File: src/rtl/booth_mul_pkg.sv
// Shared definitions for the iterative radix-4 Booth multiplier.
//   state_t        : control FSM states
//   digit_t        : recoded Booth digit selected by a 3-bit multiplier window
//   calc_w()       : internal extended operand width (XLEN+2 rounded up to even)
//   decode_digit() : maps a multiplier window to its Booth digit
package booth_mul_pkg;

    typedef enum logic [1:0] {
        S_IDLE,
        S_BUSY,
        S_DONE
    } state_t;

    typedef enum logic [2:0] {
        DIG_ZERO,
        DIG_P1,
        DIG_P2,
        DIG_N1,
        DIG_N2
    } digit_t;

    // Two extra bits let an unsigned XLEN operand be held as a positive
    // two's-complement value; the even width keeps the radix-4 windows aligned.
    function automatic int calc_w(input int xlen);
        return ((xlen + 3) / 2) * 2;
    endfunction

    function automatic digit_t decode_digit(input logic [2:0] win);
        digit_t dig;
        unique case (win)
            3'b001, 3'b010: dig = DIG_P1;
            3'b011:         dig = DIG_P2;
            3'b100:         dig = DIG_N2;
            3'b101, 3'b110: dig = DIG_N1;
            default:        dig = DIG_ZERO;  // 000 and 111
        endcase
        return dig;
    endfunction

endpackage

File: src/rtl/booth_mul_iter_pp_sel.sv
// Radix-4 Booth partial-product selector (purely combinational).
//   i_window : multiplier bits [2:0] (current digit window incl. guard bit)
//   i_mcand  : sign-extended, already-shifted multiplicand
//   o_pp     : selected partial product (0, M, 2M, ~M or ~2M)
//   o_neg    : carry-in that completes the two's-complement negation
module booth_pp_sel
    import booth_mul_pkg::*;
#(
    parameter int WIDTH = 68
) (
    input  logic [2:0]       i_window,
    input  logic [WIDTH-1:0] i_mcand,
    output logic [WIDTH-1:0] o_pp,
    output logic             o_neg
);

    digit_t w_digit;

    assign w_digit = decode_digit(i_window);

    // Negative digits emit the inverted magnitude and raise o_neg; the
    // accumulator adder absorbs the +1, so no separate negate stage exists.
    always_comb begin
        // NOTE: every output gets a default before the case so no path
        // leaves it unassigned, which would otherwise infer a latch.
        o_pp  = '0;
        o_neg = 1'b0;
        unique case (w_digit)
            DIG_P1: o_pp = i_mcand;
            DIG_P2: o_pp = {i_mcand[WIDTH-2:0], 1'b0};
            DIG_N1: begin
                o_pp  = ~i_mcand;
                o_neg = 1'b1;
            end
            DIG_N2: begin
                o_pp  = ~{i_mcand[WIDTH-2:0], 1'b0};
                o_neg = 1'b1;
            end
            default: o_pp = '0;
        endcase
    end

endmodule

File: src/rtl/booth_mul_iter.sv
// Iterative radix-4 Booth multiplier for the ALU multiply path.
// One Booth digit per cycle, early exit once the remaining multiplier
// digits are all zero, per-operand signedness (MUL/MULH/MULHSU/MULHU).
//   clk, reset            : clock, synchronous active-high reset
//   in_valid / in_ready   : operand handshake (in_ready only in IDLE)
//   src1, src2            : multiplicand, multiplier (XLEN bits)
//   src1_signed/src2_signed : 1 = two's complement, 0 = unsigned
//   out_valid / out_ready : result handshake with full backpressure
//   result                : registered 2*XLEN-bit product
module booth_mul_iter
    import booth_mul_pkg::*;
#(
    parameter int XLEN = 32
) (
    input  logic                clk,
    input  logic                reset,
    input  logic                in_valid,
    output logic                in_ready,
    input  logic [XLEN-1:0]     src1,
    input  logic [XLEN-1:0]     src2,
    input  logic                src1_signed,
    input  logic                src2_signed,
    output logic                out_valid,
    input  logic                out_ready,
    output logic [2*XLEN-1:0]   result
);

    localparam int W      = calc_w(XLEN);
    localparam int W2     = 2 * W;
    localparam int N_ITER = W / 2;
    localparam int CNT_W  = $clog2(N_ITER + 1);

    state_t            r_state;
    state_t            w_state_next;
    logic [W2-1:0]     r_mcand;
    logic [W2-1:0]     r_acc;
    logic [W:0]        r_mplier;
    logic [CNT_W-1:0]  r_cnt;
    logic [2*XLEN-1:0] r_result;

    logic [W-1:0]      w_src1_ext;
    logic [W-1:0]      w_src2_ext;
    logic [W2-1:0]     w_pp;
    logic              w_neg;
    logic [W2-1:0]     w_acc_sum;
    logic [W:0]        w_mplier_shr;
    logic [CNT_W-1:0]  w_cnt_inc;
    logic              w_last;

    assign w_src1_ext = {{(W - XLEN){src1_signed & src1[XLEN-1]}}, src1};
    assign w_src2_ext = {{(W - XLEN){src2_signed & src2[XLEN-1]}}, src2};

    booth_pp_sel #(
        .WIDTH (W2)
    ) u_pp_sel (
        .i_window (r_mplier[2:0]),
        .i_mcand  (r_mcand),
        .o_pp     (w_pp),
        .o_neg    (w_neg)
    );

    assign w_acc_sum    = r_acc + w_pp + {{(W2 - 1){1'b0}}, w_neg};
    assign w_mplier_shr = {{2{r_mplier[W]}}, r_mplier[W:2]};
    assign w_cnt_inc    = r_cnt + CNT_W'(1);

    // Once the shifted multiplier is all 0s or all 1s every further window
    // is 000 or 111, i.e. a zero digit, so the product is already complete.
    assign w_last = (w_mplier_shr == '0) || (w_mplier_shr == '1) ||
                    (w_cnt_inc == CNT_W'(N_ITER));

    // ---------------- control FSM ----------------
    always_ff @(posedge clk) begin
        // NOTE: sequential state uses non-blocking assignments so every
        // register samples pre-edge values regardless of statement order.
        if (reset) r_state <= S_IDLE;
        else       r_state <= w_state_next;
    end

    always_comb begin
        w_state_next = r_state;
        in_ready     = 1'b0;
        out_valid    = 1'b0;
        unique case (r_state)
            S_IDLE: begin
                in_ready = 1'b1;
                if (in_valid) w_state_next = S_BUSY;
            end
            S_BUSY: begin
                if (w_last) w_state_next = S_DONE;
            end
            S_DONE: begin
                out_valid = 1'b1;
                if (out_ready) w_state_next = S_IDLE;
            end
            default: w_state_next = S_IDLE;
        endcase
    end

    // ---------------- datapath ----------------
    always_ff @(posedge clk) begin
        if (reset) begin
            r_mcand  <= '0;
            r_acc    <= '0;
            r_mplier <= '0;
            r_cnt    <= '0;
            r_result <= '0;
        end else begin
            unique case (r_state)
                S_IDLE: begin
                    if (in_valid) begin
                        r_mcand  <= {{W{w_src1_ext[W-1]}}, w_src1_ext};
                        r_mplier <= {w_src2_ext, 1'b0};
                        r_acc    <= '0;
                        r_cnt    <= '0;
                    end
                end
                S_BUSY: begin
                    r_acc    <= w_acc_sum;
                    r_mcand  <= {r_mcand[W2-3:0], 2'b00};
                    r_mplier <= w_mplier_shr;
                    r_cnt    <= w_cnt_inc;
                    // Capture straight from the final sum so the output
                    // port is always a register, never the adder.
                    if (w_last) r_result <= w_acc_sum[2*XLEN-1:0];
                end
                default: ;
            endcase
        end
    end

    assign result = r_result;

endmodule

File: config.mk
export PLATFORM = sky130hd
export DESIGN_NAME = booth_mul_iter
export DESIGN_NICKNAME = d
export VERILOG_FILES = /design/src/rtl/booth_mul_pkg.sv /design/src/rtl/booth_mul_iter_pp_sel.sv /design/src/rtl/booth_mul_iter.sv
export SDC_FILE = /design/constraint.sdc
export NUM_CORES = 1
export LEC_CHECK = 0
export CAP_MARGIN = 20
export CELL_PAD_IN_SITES_DETAIL_PLACEMENT = 0
export CELL_PAD_IN_SITES_GLOBAL_PLACEMENT = 2
export CORE_UTILIZATION = 34
export CTS_CLUSTER_SIZE = 8
export DETAILED_ROUTE_END_ITERATION = 16
export GPL_ROUTABILITY_DRIVEN = 0
export PLACE_DENSITY_LB_ADDON = 0.12
export SLEW_MARGIN = 20
export SYNTH_ARGS = -nofsm -noshare
export SYNTH_HDL_FRONTEND = slang
export SYNTH_SLANG_ARGS = --single-unit
File: constraint.sdc
create_clock -name clk -period 5.6 [get_ports clk]
set_input_delay 1.12 -clock clk [delete_from_list [all_inputs] [get_ports clk]]
set_output_delay 1.12 -clock clk [all_outputs]
set_load 0.05 [all_outputs]
==> summary.md <==
| Metric | Value |
|---|---|
| Share of layout cells above drive strength 1 | 6.44% |
| Cell Area, Synth | 0.0143 mm^2 |
| Yosys Warn Count | 0 |
| Initial DRC Count | 982 |
| Root Buffer | clkbuf_16 |
| Wirelength per Cell | 18.8 um |
| Total Power | 4.89 mW |
| Unrepaired setup endpoints after global routing | no |
| Worst VDD drop | 0.149 mV |
| Vias in the first global route | 12828 |
| Die area | 0.0428 mm^2 |
| ANT nets after route | 0 |
| F_max | 217 MHz |
| Gr ovfl total | 0 |
| N_diodes | 0 |
| Worst hold path depth | 2 |
| Slew margin rel. | 40.7% |
| Fillers | 4276 |
| Global-route wire length before repair | 72100 um |
| Clk slew on worst S/H paths | 0.05 ns |
| Worst-Skew Late Latency | 0.54 ns |
| Worst Max-Slew Pin Slew | 0.884 ns |
| Worst flop-to-flop path startpoint | r_mplier[1] |
| Clk_skew | 0.0168 ns |
| CP Launch Type | register |
| Setup TNS Final | 0 ns |
| FF+latch count, synth | 234 |
| Starting Density | 34.7% |
| P_leak | 6.48 nW |
| Worst hold-check path type | register to register |
| # setup viols final | 0 |
| Synth Instances | 1837 |
| Post-CTS Resized | 0 |
| CORE AREA | 0.0411 mm^2 |
| WP data required | 6.07 ns |
| Reg-to-reg slack, setup | 0.98 ns |
| Postcts setup bufs | 0 |
| Final Hold Viols | 0 |
| CTS sink count | 234 |
| CTS buffer count | 35 |
| Initial antenna violation count | 1 |
| Distinct cells, synth | 69 |
| Design Area, Final | 0.0169 mm^2 |
| Synth-to-layout area growth | 18.7% |
| PortBufs | 135 |
| Most used DFF post-synth | dfxtp_1 |
| Crit Path Category | register to register |
| Arrival time worst endpoint | 5.09 ns |
| Syn Nets | 1973 |
| Post-Place Setup Slack | 0.981 ns |
| Drc violations | 0 |
| Ys async rst share | 0% |
| Sequential fraction of the synthesis area | 32.9% |
| Total I/O pin count | 136 |
| Fin crit share | 82.5% |
| H-tree Lvls | 2 |
| Fin. max-slew vios | 0 |
| CP Capture Type | register |
| Hold buffers post-CTS | 0 |
| Cell depth of the worst flop-to-flop path | 16 |
| Worst setup margin | 0.982 ns |
| Multi-input gate area | 0.00898 mm^2 |
| Register Area | 0.00469 mm^2 |
| Placed Area | 0.0160 mm^2 |
| Largest net degree at the start of global routing | 74 |
| Worst-case clock buffer depth | 3 |
| Die height | 207 um |
| CP Max Fanout | 47 |
| Wirelength, routed | 45600 um |
| RR Endpoint | result[44] |
| Post-synth EDFFs | 0 |
| Cell Pwr Density | 289 mW/mm^2 |
| Status | finished, final reports clean |
| Number of cell rows | 74 |
| Hold Crit Start | result[45] |
| Hpwl dp | 32000 um |
| Via count | 13573 |
| Syn_area_per_cell | 7.76 um^2 |
| Hold Path End | result[45] |
| Gr usage total | 21.3% |
| Final worst path period need | 4.62 ns |
| Max-cap violations | 0 |
| Drt via density | 5.60 |
| Die Span X | 207 um |
| Drt pass-1 iters | 9 |
| Fin nets | 2024 |
| TritonCTS clock tree | built |
-- layout by cell type (no fill, tap or decap), types with 34 or more instances in the layout --
cell	n
nand2_1	245
dfxtp_1	232
a21oi_1	198
nor2_1	154
clkdlybuf4s50_1	134
o21ai_0	124
a22oi_1	119
xor2_1	90
ha_1	64
nor2b_1	47
clkbuf_16	37
nand3_1	35
o221a_2	34
-- Yosys cell counts, types with 30 or more instances --
| cell type | n | share of area [%] |
|---|---|---|
| a311oi_1 | 30 | 1.8 |
| dfxtp_1 | 234 | 33 |
| a22oi_1 | 119 | 6.3 |
| xor2_1 | 91 | 5.6 |
| o21ai_0 | 124 | 4.4 |
| nand2_1 | 245 | 6.4 |
| clkbuf_1 | 125 | 3.3 |
| a21oi_1 | 198 | 6.9 |
| ha_1 | 64 | 5.6 |
| nand3_1 | 35 | 1.2 |
| o221a_2 | 34 | 2.7 |
| nor2b_1 | 48 | 2.1 |
| xnor2_1 | 33 | 2.0 |
| nor2_1 | 158 | 4.2 |
| nand4_1 | 30 | 1.3 |
-- routing by layer --
metal	share of wire, %	up-vias	track usage [%]
li1	-	6782	-
met1	51	6442	31.2
met2	43	298	31.9
met3	4.9	51	4.00
met4	1.8	0	5.16
met5	0	-	0
-- cell families (layout without fill, tap and decap cells) --
group	Yosys count	count (layout)	share of synthesized area, %
xor gates and xnor gates	124	124	7.62
muxes	1	1	0.0702
buffers and inverters	169	225	4.55
adders and majority gates	66	66	5.90
DFF	234	234	32.9
AOI/OAI and AO/OA	653	653	30.4
and+or+nand+nor	590	590	18.6
-- flip-flops by register name, summed over array words and instances, names as in the netlist --
| name | cells |
|---|---|
| r_acc | 64 |
| r_cnt | 5 |
| r_mcand | 64 |
| r_mplier | 35 |
| r_state | 2 |
| result | 64 |
-- through the flow --
step | instances | hold WS, ns | util [%]
3_3_place_gp | 2383 | 0.440 | 38.9
6_report | 2425 | 0.450 | 41.2
4_1_cts | 2425 | 0.453 | 41.2
3_5_place_dp | 2383 | 0.446 | 38.9
5_1_grt | 2425 | 0.467 | 41.2
2_1_floorplan | 1837 | 0.432 | -
-- worst max path at each step --
stage,start,endpoint,slack [ns],depth (start not counted)
floorplan,r_mplier[2],result[58],1.40,16
global placement,r_mplier[2],result[44],1.10,15
detailed placement,r_mplier[1],r_acc[61],0.98,16
CTS,r_mplier[1],r_acc[61],0.97,16
global route,r_mplier[1],r_acc[58],0.62,16
finish,r_mplier[1],result[44],0.98,16
-- where the power goes --
group	leakage [nW]	internal, mW	switching [mW]
logic	4.11	0.411	0.677
registers	1.91	1.76	0.114
clock network	0.465	1.16	0.770
-- layout make-up --
class | count | share of cell area, %
clock buffers | 41 | 5.56
clock inverters | 1 | 0.0296
inverters | 22 | 0.488
multi-input cells | 1434 | 53.1
flip-flops and latches | 234 | 27.7
well taps | 532 | 3.93
repair buffers | 161 | 9.20
-- worst max-delay path, stage by stage, from the launching register on --
cell	delay (ns)
dfxtp_1	0.51
nand2_1	0.17
nor2_4	0.42
buf_12	0.29
a22oi_1	0.11
o21ai_0	0.09
ha_1	0.30
nand4_1	0.16
nor2_1	0.20
nand3_1	0.14
or4_1	0.64
a211oi_2	0.45
a21oi_1	0.21
o21ai_0	0.26
xor2_1	0.31
nand2_1	0.11
a21oi_1	0.13
No activity file was read; power rests on OpenSTA's default activity.
